<file path="src/rtl/dma_ci_if.sv">
// Bundle of the CI, buffer port B and system bus signals seen by the DMA controller.
// master = controller side, slave = CPU/SSRAM/bus environment side.
interface dma_ci_if;
    logic        start;
    logic [7:0]  ciN;
    logic [31:0] valueA;
    logic [31:0] valueB;
    logic        done;
    logic [31:0] result;
    logic [8:0]  bufAddress;
    logic        bufWriteEnable;
    logic [31:0] bufDataOut;
    logic [31:0] bufDataIn;
    logic        busRequest;
    logic        busGrant;
    logic [31:0] busAddress;
    logic [7:0]  busBurstSize;
    logic        busStart;
    logic        busRead;
    logic [31:0] busDataIn;
    logic        busDataInValid;
    logic [31:0] busDataOut;
    logic        busDataOutValid;
    logic        busBusy;
    logic        busEndTransaction;
    logic        busError;

    modport master (
        input  start, ciN, valueA, valueB, bufDataIn, busGrant, busDataIn,
               busDataInValid, busBusy, busEndTransaction, busError,
        output done, result, bufAddress, bufWriteEnable, bufDataOut, busRequest,
               busAddress, busBurstSize, busStart, busRead, busDataOut, busDataOutValid
    );

    modport slave (
        output start, ciN, valueA, valueB, bufDataIn, busGrant, busDataIn,
               busDataInValid, busBusy, busEndTransaction, busError,
        input  done, result, bufAddress, bufWriteEnable, bufDataOut, busRequest,
               busAddress, busBurstSize, busStart, busRead, busDataOut, busDataOutValid
    );
endinterface

</file>
<file path="src/rtl/dma_ci_controller.sv">
// Custom-instruction-configured DMA moving word blocks between the system bus and port B of the CI buffer.
// state    | meaning
// IDLE     | waiting for a CI start
// REQ      | requesting the bus; issues busStart on grant
// RD_DATA  | copying read beats into the buffer
// WR_FETCH | addressing the buffer for the next write beat
// WR_DATA  | presenting a write beat until the slave accepts it
module dma_ci_controller #(
    parameter logic [7:0] customId = 8'h00
) (
    input  logic     clock,
    input  logic     reset,
    dma_ci_if.master ci
);
    typedef enum logic [2:0] {IDLE, REQ, RD_DATA, WR_FETCH, WR_DATA} state_t;

    state_t      state_q, state_d;
    logic [31:0] bus_addr_q, bus_addr_d;
    logic [8:0]  buf_addr_q, buf_addr_d;
    logic [9:0]  block_size_q, block_size_d;
    logic [7:0]  burst_size_q, burst_size_d;
    logic        busy_q, busy_d;
    logic        error_q, error_d;
    logic        dir_rd_q, dir_rd_d;
    logic [31:0] cur_bus_q, cur_bus_d;
    logic [8:0]  cur_buf_q, cur_buf_d;
    logic [9:0]  remaining_q, remaining_d;
    logic [8:0]  beats_q, beats_d;
    logic        bus_request_q, bus_request_d;
    logic        bus_start_q, bus_start_d;
    logic [31:0] bus_address_q, bus_address_d;
    logic [7:0]  bus_burst_size_q, bus_burst_size_d;
    logic        bus_read_q, bus_read_d;
    logic [31:0] wdata_q, wdata_d;
    logic        wdata_hold_q, wdata_hold_d;

    logic        ci_active, ci_write, rd_beat;
    logic [2:0]  sel;
    logic [9:0]  burst_plus, burst_beats;
    logic [31:0] rd_data;
    logic        unused_ok;

    assign ci_active   = ci.start && (ci.ciN == customId);
    assign ci_write    = ci_active && ci.valueA[9];
    assign sel         = ci.valueA[12:10];
    assign burst_plus  = {2'b00, burst_size_q} + 10'd1;
    assign burst_beats = (burst_plus < remaining_q) ? burst_plus : remaining_q;
    assign rd_beat     = (state_q == RD_DATA) && ci.busDataInValid && (remaining_q != 10'd0);
    assign unused_ok   = ^{ci.valueA[31:13], ci.valueA[8:0]};

    always_comb begin
        rd_data = 32'd0;
        if (ci_active && !ci.valueA[9]) begin
            case (sel)
                3'd1:    rd_data = bus_addr_q;
                3'd2:    rd_data = {23'd0, buf_addr_q};
                3'd3:    rd_data = {22'd0, block_size_q};
                3'd4:    rd_data = {24'd0, burst_size_q};
                3'd5:    rd_data = {30'd0, error_q, busy_q};
                default: rd_data = 32'd0;
            endcase
        end
    end

    always_comb begin
        state_d          = state_q;
        bus_addr_d       = bus_addr_q;
        buf_addr_d       = buf_addr_q;
        block_size_d     = block_size_q;
        burst_size_d     = burst_size_q;
        busy_d           = busy_q;
        error_d          = error_q;
        dir_rd_d         = dir_rd_q;
        cur_bus_d        = cur_bus_q;
        cur_buf_d        = cur_buf_q;
        remaining_d      = remaining_q;
        beats_d          = beats_q;
        bus_request_d    = bus_request_q;
        bus_start_d      = 1'b0;
        bus_address_d    = 32'd0;
        bus_burst_size_d = 8'd0;
        bus_read_d       = 1'b0;
        wdata_d          = wdata_q;
        wdata_hold_d     = wdata_hold_q;

        if (ci_write && !busy_q) begin
            case (sel)
                3'd1: bus_addr_d   = {ci.valueB[31:2], 2'b00};
                3'd2: buf_addr_d   = ci.valueB[8:0];
                3'd3: block_size_d = (ci.valueB > 32'd512) ? 10'd512 : ci.valueB[9:0];
                3'd4: burst_size_d = ci.valueB[7:0];
                3'd5: begin
                    if (ci.valueB[1:0] == 2'b01 || ci.valueB[1:0] == 2'b10) begin
                        error_d  = 1'b0;
                        dir_rd_d = (ci.valueB[1:0] == 2'b01);
                        if (block_size_q != 10'd0) begin
                            cur_bus_d     = bus_addr_q;
                            cur_buf_d     = buf_addr_q;
                            remaining_d   = block_size_q;
                            busy_d        = 1'b1;
                            bus_request_d = 1'b1;
                            state_d       = REQ;
                        end
                    end
                end
                default: ;
            endcase
        end

        case (state_q)
            REQ: begin
                bus_request_d = 1'b1;
                if (ci.busGrant && bus_request_q) begin
                    bus_start_d      = 1'b1;
                    bus_address_d    = cur_bus_q;
                    bus_burst_size_d = burst_beats[7:0] - 8'd1;
                    bus_read_d       = dir_rd_q;
                    beats_d          = burst_beats[8:0];
                    state_d          = dir_rd_q ? RD_DATA : WR_FETCH;
                end
            end
            RD_DATA: begin
                if (rd_beat) begin
                    cur_buf_d   = cur_buf_q + 9'd1;
                    cur_bus_d   = cur_bus_q + 32'd4;
                    remaining_d = remaining_q - 10'd1;
                    beats_d     = beats_q - 9'd1;
                end
                if (ci.busEndTransaction) begin
                    bus_request_d = 1'b0;
                    if (remaining_d != 10'd0) begin
                        state_d = REQ;
                    end else begin
                        state_d = IDLE;
                        busy_d  = 1'b0;
                    end
                end
            end
            WR_FETCH: state_d = WR_DATA;
            WR_DATA: begin
                if (!ci.busBusy) begin
                    cur_buf_d    = cur_buf_q + 9'd1;
                    cur_bus_d    = cur_bus_q + 32'd4;
                    remaining_d  = remaining_q - 10'd1;
                    beats_d      = beats_q - 9'd1;
                    wdata_hold_d = 1'b0;
                    if (beats_q != 9'd1) begin
                        state_d = WR_FETCH;
                    end else begin
                        bus_request_d = 1'b0;
                        if (remaining_q != 10'd1) begin
                            state_d = REQ;
                        end else begin
                            state_d = IDLE;
                            busy_d  = 1'b0;
                        end
                    end
                end else if (!wdata_hold_q) begin
                    // SSRAM output moves on once the address is released; keep the beat stable
                    wdata_d      = ci.bufDataIn;
                    wdata_hold_d = 1'b1;
                end
            end
            default: ;
        endcase

        if (ci.busError && state_q != IDLE) begin
            error_d          = 1'b1;
            busy_d           = 1'b0;
            state_d          = IDLE;
            bus_request_d    = 1'b0;
            bus_start_d      = 1'b0;
            bus_address_d    = 32'd0;
            bus_burst_size_d = 8'd0;
            bus_read_d       = 1'b0;
            wdata_hold_d     = 1'b0;
        end
    end

    always_ff @(posedge clock or posedge reset) begin
        if (reset) begin
            state_q          <= IDLE;
            bus_addr_q       <= 32'd0;
            buf_addr_q       <= 9'd0;
            block_size_q     <= 10'd0;
            burst_size_q     <= 8'd0;
            busy_q           <= 1'b0;
            error_q          <= 1'b0;
            dir_rd_q         <= 1'b0;
            cur_bus_q        <= 32'd0;
            cur_buf_q        <= 9'd0;
            remaining_q      <= 10'd0;
            beats_q          <= 9'd0;
            bus_request_q    <= 1'b0;
            bus_start_q      <= 1'b0;
            bus_address_q    <= 32'd0;
            bus_burst_size_q <= 8'd0;
            bus_read_q       <= 1'b0;
            wdata_q          <= 32'd0;
            wdata_hold_q     <= 1'b0;
        end else begin
            state_q          <= state_d;
            bus_addr_q       <= bus_addr_d;
            buf_addr_q       <= buf_addr_d;
            block_size_q     <= block_size_d;
            burst_size_q     <= burst_size_d;
            busy_q           <= busy_d;
            error_q          <= error_d;
            dir_rd_q         <= dir_rd_d;
            cur_bus_q        <= cur_bus_d;
            cur_buf_q        <= cur_buf_d;
            remaining_q      <= remaining_d;
            beats_q          <= beats_d;
            bus_request_q    <= bus_request_d;
            bus_start_q      <= bus_start_d;
            bus_address_q    <= bus_address_d;
            bus_burst_size_q <= bus_burst_size_d;
            bus_read_q       <= bus_read_d;
            wdata_q          <= wdata_d;
            wdata_hold_q     <= wdata_hold_d;
        end
    end

    assign ci.done            = ci_active;
    assign ci.result          = rd_data;
    assign ci.bufWriteEnable  = rd_beat;
    assign ci.bufAddress      = (state_q == RD_DATA || state_q == WR_FETCH) ? cur_buf_q : 9'd0;
    assign ci.bufDataOut      = rd_beat ? ci.busDataIn : 32'd0;
    assign ci.busRequest      = bus_request_q;
    assign ci.busStart        = bus_start_q;
    assign ci.busAddress      = bus_address_q;
    assign ci.busBurstSize    = bus_burst_size_q;
    assign ci.busRead         = bus_read_q;
    assign ci.busDataOutValid = (state_q == WR_DATA);
    assign ci.busDataOut      = (state_q != WR_DATA) ? 32'd0 : (wdata_hold_q ? wdata_q : ci.bufDataIn);
endmodule

</file>
<file path="src/flat_wrapper.sv">
// flat-port wrapper written by rule: the top's interface ports become plain ports
module dma_ci_controller_flat 
#(
    parameter logic [7:0] customId = 8'h00
)
  (clock, reset, ci_start, ci_ciN, ci_valueA, ci_valueB, ci_bufDataIn, ci_busGrant, ci_busDataIn, ci_busDataInValid, ci_busBusy, ci_busEndTransaction, ci_busError, ci_done, ci_result, ci_bufAddress, ci_bufWriteEnable, ci_bufDataOut, ci_busRequest, ci_busAddress, ci_busBurstSize, ci_busStart, ci_busRead, ci_busDataOut, ci_busDataOutValid);
  dma_ci_if ci_i ();
  input  logic clock;
  input  logic reset;
  input wire logic [$bits(ci_i.start)-1:0] ci_start;
  input wire logic [$bits(ci_i.ciN)-1:0] ci_ciN;
  input wire logic [$bits(ci_i.valueA)-1:0] ci_valueA;
  input wire logic [$bits(ci_i.valueB)-1:0] ci_valueB;
  input wire logic [$bits(ci_i.bufDataIn)-1:0] ci_bufDataIn;
  input wire logic [$bits(ci_i.busGrant)-1:0] ci_busGrant;
  input wire logic [$bits(ci_i.busDataIn)-1:0] ci_busDataIn;
  input wire logic [$bits(ci_i.busDataInValid)-1:0] ci_busDataInValid;
  input wire logic [$bits(ci_i.busBusy)-1:0] ci_busBusy;
  input wire logic [$bits(ci_i.busEndTransaction)-1:0] ci_busEndTransaction;
  input wire logic [$bits(ci_i.busError)-1:0] ci_busError;
  output wire logic [$bits(ci_i.done)-1:0] ci_done;
  output wire logic [$bits(ci_i.result)-1:0] ci_result;
  output wire logic [$bits(ci_i.bufAddress)-1:0] ci_bufAddress;
  output wire logic [$bits(ci_i.bufWriteEnable)-1:0] ci_bufWriteEnable;
  output wire logic [$bits(ci_i.bufDataOut)-1:0] ci_bufDataOut;
  output wire logic [$bits(ci_i.busRequest)-1:0] ci_busRequest;
  output wire logic [$bits(ci_i.busAddress)-1:0] ci_busAddress;
  output wire logic [$bits(ci_i.busBurstSize)-1:0] ci_busBurstSize;
  output wire logic [$bits(ci_i.busStart)-1:0] ci_busStart;
  output wire logic [$bits(ci_i.busRead)-1:0] ci_busRead;
  output wire logic [$bits(ci_i.busDataOut)-1:0] ci_busDataOut;
  output wire logic [$bits(ci_i.busDataOutValid)-1:0] ci_busDataOutValid;
  assign ci_i.start = ci_start;
  assign ci_i.ciN = ci_ciN;
  assign ci_i.valueA = ci_valueA;
  assign ci_i.valueB = ci_valueB;
  assign ci_i.bufDataIn = ci_bufDataIn;
  assign ci_i.busGrant = ci_busGrant;
  assign ci_i.busDataIn = ci_busDataIn;
  assign ci_i.busDataInValid = ci_busDataInValid;
  assign ci_i.busBusy = ci_busBusy;
  assign ci_i.busEndTransaction = ci_busEndTransaction;
  assign ci_i.busError = ci_busError;
  assign ci_done = ci_i.done;
  assign ci_result = ci_i.result;
  assign ci_bufAddress = ci_i.bufAddress;
  assign ci_bufWriteEnable = ci_i.bufWriteEnable;
  assign ci_bufDataOut = ci_i.bufDataOut;
  assign ci_busRequest = ci_i.busRequest;
  assign ci_busAddress = ci_i.busAddress;
  assign ci_busBurstSize = ci_i.busBurstSize;
  assign ci_busStart = ci_i.busStart;
  assign ci_busRead = ci_i.busRead;
  assign ci_busDataOut = ci_i.busDataOut;
  assign ci_busDataOutValid = ci_i.busDataOutValid;
  dma_ci_controller #(.customId(customId)) u_core (.clock(clock), .reset(reset), .ci(ci_i));
endmodule
</file>
<file path="config.mk">
export PLATFORM = sky130hd
export DESIGN_NAME = dma_ci_controller_flat
export DESIGN_NICKNAME = d
export VERILOG_FILES = /design/src/rtl/dma_ci_if.sv /design/src/rtl/dma_ci_controller.sv /design/src/flat_wrapper.sv
export SDC_FILE = /design/constraint.sdc
export NUM_CORES = 1
export LEC_CHECK = 0
export CELL_PAD_IN_SITES_DETAIL_PLACEMENT = 0
export CELL_PAD_IN_SITES_GLOBAL_PLACEMENT = 2
export CORE_MARGIN = 5
export CORE_UTILIZATION = 32
export DETAILED_ROUTE_END_ITERATION = 10
export GPL_TIMING_DRIVEN = 0
export PLACE_DENSITY = 0.91
export SYNTH_ARGS = -nofsm -noshare
export SYNTH_HDL_FRONTEND = slang
export SYNTH_SLANG_ARGS = --single-unit
</file>
<file path="constraint.sdc">
create_clock -name clock -period 14.15 [get_ports clock]
set_input_delay 2.83 -clock clock [delete_from_list [all_inputs] [get_ports clock]]
set_output_delay 2.83 -clock clock [all_outputs]
set_load 0.03 [all_outputs]
</file>
======== Word-level counts from Yosys, hierarchy flattened ========
Cells that the tools add are included.
word-level totals
  register bits after elaboration ......... 199
  input bits .............................. 144
  word-level logic and storage cells ...... 160
  output and inout port bits .............. 151
operators by class
  equal/unequal tests ..................... 17
  add/sub/neg operators ................... 6
  order comparisons ....................... 2
  reductions and logical operators ........ 30
  multiplexer cells ....................... 86
operator list
  cell                                                  count
  two-way mux 32 bit                                    13
  one-hot mux 32 bit (5 select lines)                   1
  two-way mux 9 bit                                     11
  two-way mux 10 bit                                    8
  one-hot mux 32 bit (2 select lines)                   1
  two-way mux 1 bit                                     34
  adder 32 x 3 -> 32 bit, second input constant         1
  > comparator 32 x 10 -> 1 bit, second input constant  1
  nonzero test 10 bit                                   3
  two-way mux 3 bit                                     9
  one-hot mux 9 bit (3 select lines)                    1
  two-way mux 8 bit                                     3
  one-hot mux 10 bit (2 select lines)                   1
  one-hot mux 9 bit (2 select lines)                    1
  equality test 3 x 2 -> 1 bit, second input constant   4
  one-hot mux 3 bit (4 select lines)                    1
  less-than comparator 9 x 10 -> 1 bit                  1
  != test 10 x 1 -> 1 bit, second input constant        1
  AND reduction 2 bit                                   5
  subtractor 10 x 1 -> 10 bit, second input constant    1
  adder 8 x 1 -> 9 bit, second input constant           1
  adder 9 x 1 -> 9 bit, second input constant           1
  equality test 3 bit, second input constant            3
  != test 9 x 1 -> 1 bit, second input constant         1
  18 further kinds                                      34

======== Longest topological paths before layout ========
  depth in word-level cells ............... 12
  mapped depth ............................ 16
  mapped depth without buffers ............ 16

======== Worst setup path before layout ========
OpenSTA, ideal clock, no wires.
  path kind ............................... input -> output
  start ................................... in ci_ciN[2]
  end ..................................... out ci_result[0]
  slack ................................... 6.595 ns
  arrival ................................. 4.725 ns
  cell stages on the path ................. 5
  data required time ...................... 11.320 ns
  buffers on the path ..................... 1
  path through ............................ nor4_1 nand4b_1 or3_1 clkbuf_1 a211oi_1
between the ends
  word-level cells in the longest chain between the ends .. 4
RTL lines
  element             line                     source
  start: declaration  flat_wrapper.sv:11       input wire logic [$bits(ci_i.ciN)-1:0] ci_ciN;
  zero test 8 bit     dma_ci_controller.sv:43  assign ci_active = ci.start && (ci.ciN == customId);
  logical AND 1 bit   dma_ci_controller.sv:43
  logical AND 1 bit   dma_ci_controller.sv:53  if (ci_active && !ci.valueA[9]) begin
  two-way mux 32 bit  dma_ci_controller.sv:53
  end: declaration    flat_wrapper.sv:22       output wire logic [$bits(ci_i.result)-1:0] ci_result;
Every way passes these cells.

======== Worst setup path after layout ========
  start ................................... in ci_ciN[2]
  end ..................................... out ci_result[11]
Same word-level chain as after synthesis.

==> impl_metrics.ini <==
[run_status]
status = finished, final reports clean

[worst_setup_path]
critPathBufInv = 3
path_cells = clkdlybuf4s50_1, nor4_1, nand4b_1, nor4_1, clkbuf_1, and2_1, clkdlybuf4s50_1
critPathLaunchType = primary input
worstSetupPathType = in2out
crit_path_top_delay_cell = nor4_1
slowest_delay_ns = 1.08
crit_path_end_kind = primary output
worstPathRequired_ns = 11.32
cp_top_family = simple AND/OR/NAND/NOR gates
path_max_fanout = 10
cp.arrival_ns = 6.99

[timing]
max_freq_ghz = 0.102
fin_crit_sh_pct = 69.4
hold_viol_final = 0
hold_slack_ns = 0.474
drv_slew = 0
rsz0062_at_grt = false
fin_crit_ns = 9.82
relSlewSlack_pct = 15.6
setup_viol = 0
tns_ns = 0
tightest_slew_ns = 1.26
finClkSkew_ns = 0.0102

[grt]
grt_pass1_vias = 9768
busiest_layer = met2
grt_util_met2_pct = 30.2
grt_max_degree = 124
overflow = 0
track_usage_pct = 19.1
met3_usage_pct = 3.31
grt_antenna_before_repair = 0
grt_pass1_wl_um = 57900
use_met1_pct = 27.2

[layout]
syn_to_final_growth_pct = 35.1
final_area_um2 = 14700
mostFrequentLayoutCell = clkdlybuf4s50_1
nets = 1571
finalNonFillerCells = 1870
final_cell_mix = clkdlybuf4s50_1, dfrtp_1, nor2_1, and2_1, mux2_2
drive_above_1_share_pct = 10.2
antenna_cells = 0
fillers = 3261

[power]
power_density_nw_per_um2 = 119
power_w = 0.00175
leakage_nw = 6.16
ir_worst_vdd_uv = 83.8

[synthesis]
syn_nets = 1287
synthDistinctLibCells = 68
syn_avg_cell_area_um2 = 9.67
postSynthCellCount = 1125
synth-async-reset-ratio_pct = 100
yosysWarnings = 0
synth_edf_count = 0
synth_seq_area_share_pct = 45.8
synthFlopType = dfrtp_1
synth_area_um2 = 10900
yosys_register_bits = 199

[detailed_routing]
initialDrtViolationCount = 788
drt_first_pass_iters = 5
final_antenna_net_count = 0
wl_per_cell_um = 19.8
routed_wl_um = 37000
vias = 9646
remaining_drc_errors = 0
viasPerCell = 5.16

[floorplan]
placement_rows = 67
io_pins = 295
fp.dieH_um = 194
core_region_area_um2 = 33500
fp.dieW_um = 194
start_util_pct = 32.5
die_area_um2 = 37800

[placed_design]
place_area_um2 = 14100
dp_hpwl_um = 27900
portBuffers = 264
routabilityCongestion = 0.874
placed_cells = 1838

[cts]
cts_resized = 0
ctsHoldBuffers = 0
clk_latency_ns = 0.44
cts_htree_levels = 4
cts_buffers = 17
clockRootBuffer = clkbuf_16
postCtsSetupBuffers = 0
cts_sinks = 199
path_clk_slew_ns = 0.07
cts_tree = built
clockBufferDepth = 2

[worst_hold_path]
min_path_type = reg2reg

[job]
maxCapViolations = 0
[area by class of cell]
type / instances / area, um^2 / share of cell area, %
plain buffers: 61 / 243 / 1.65
clock buffers: 19 / 433 / 2.94
clock inverters: 13 / 153 / 1.04
inverters: 23 / 93.8 / 0.638
multi-input cells: 842 / 5570 / 37.9
flip-flops and latches: 199 / 4980 / 33.9
well taps: 448 / 561 / 3.81
repair buffers: 265 / 2670 / 18.2
[through the flow]
| stage | util (%) | worst slack, ns |
|---|---|---|
| 6_report | 43.9 | 4.33 |
| 3_5_place_dp | 42.1 | 4.27 |
| 2_1_floorplan | - | 5.89 |
| 4_1_cts | 43.9 | 4.25 |
| 5_1_grt | 43.9 | 4.08 |
| 3_3_place_gp | 42.0 | 2.86 |
[path summary, 6_finish.rpt]
kind	to	cells after the start	slack [ns]	start
worst max-delay path	ci_result[11]	7	4.33	ci_ciN[2]
worst max register to register	u_core.ci.busBurstSize[6]	16	9.43	u_core.burst_size_q[0]
max in group asynchronous	u_core.remaining_q[8]	3	10.24	reset
min in group asynchronous	u_core.ci.busAddress[12]	2	2.99	reset
worst min register to register	u_core.ci.busAddress[1]	1	0.47	u_core.cur_bus_q[1]
worst min-delay path	u_core.ci.busAddress[1]	1	0.47	u_core.cur_bus_q[1]
[metal layers]
| layer | vias up | wire length, um |
|---|---|---|
| li1 | 4593 | - |
| met1 | 4724 | 17500 |
| met5 | - | 0 |
| met3 | 45 | 1740 |
| met2 | 284 | 17000 |
| met4 | 0 | 762 |
[flip-flops by register name (all words and copies together) (netlist names)]
register,cells
u_core.ci.busRead,1
u_core.ci.busAddress,32
u_core.dir_rd_q,1
u_core.wdata_hold_q,1
u_core.cur_buf_q,9
u_core.error_q,1
u_core.ci.busRequest,1
u_core.beats_q,9
u_core.burst_size_q,8
u_core.state_q,3
u_core.remaining_q,10
u_core.wdata_q,32
u_core.busy_q,1
u_core.ci.busStart,1
u_core.ci.busBurstSize,8
u_core.block_size_q,10
u_core.buf_addr_q,9
u_core.cur_bus_q,32
u_core.bus_addr_q,30
[synth_stat cells (all sizes together) (5+ instances only)]
library cell | n | area, um^2
dfrtp | 199 | 4980
nor2 | 146 | 551
and2 | 101 | 632
mux2 | 85 | 957
nand2 | 65 | 244
a21oi | 50 | 254
clkbuf | 46 | 173
mux2i | 45 | 450
o21ai | 42 | 210
nor3 | 36 | 180
nand3 | 34 | 170
inv | 22 | 82.6
a211oi | 19 | 148
ha | 18 | 225
nand4 | 16 | 100
a22oi | 15 | 113
buf | 15 | 70.1
a31oi | 14 | 87.6
nor4 | 12 | 75.1
a22o | 10 | 87.6
xnor2 | 10 | 87.6
and3 | 9 | 56.3
o21a | 8 | 60.1
or3 | 8 | 55.1
a21o | 7 | 52.6
and4 | 7 | 61.3
nor2b | 7 | 43.8
o211ai | 7 | 52.6
o22ai | 6 | 37.5
or4 | 6 | 48.8
xor2 | 6 | 52.6
a221oi | 5 | 43.8
[logic make-up after synthesis]
family | share of synthesized area (%)
muxes | 12.9
DFF | 45.8
AOI/OAI and AO/OA | 12.8
xor gates and xnor gates | 1.29
adders and majority gates | 2.07
buffers and inverters | 3.02
and+or+nand+nor | 22.1
[report_power, final]
part           leakage, nW  internal [W]  switching [W]  total [W]
registers             2.68      0.000653      0.0000803   0.000734
logic                 3.21      0.000217       0.000300   0.000518
clock network        0.270      0.000263       0.000231   0.000494
No activity file was read; power rests on OpenSTA's default activity.
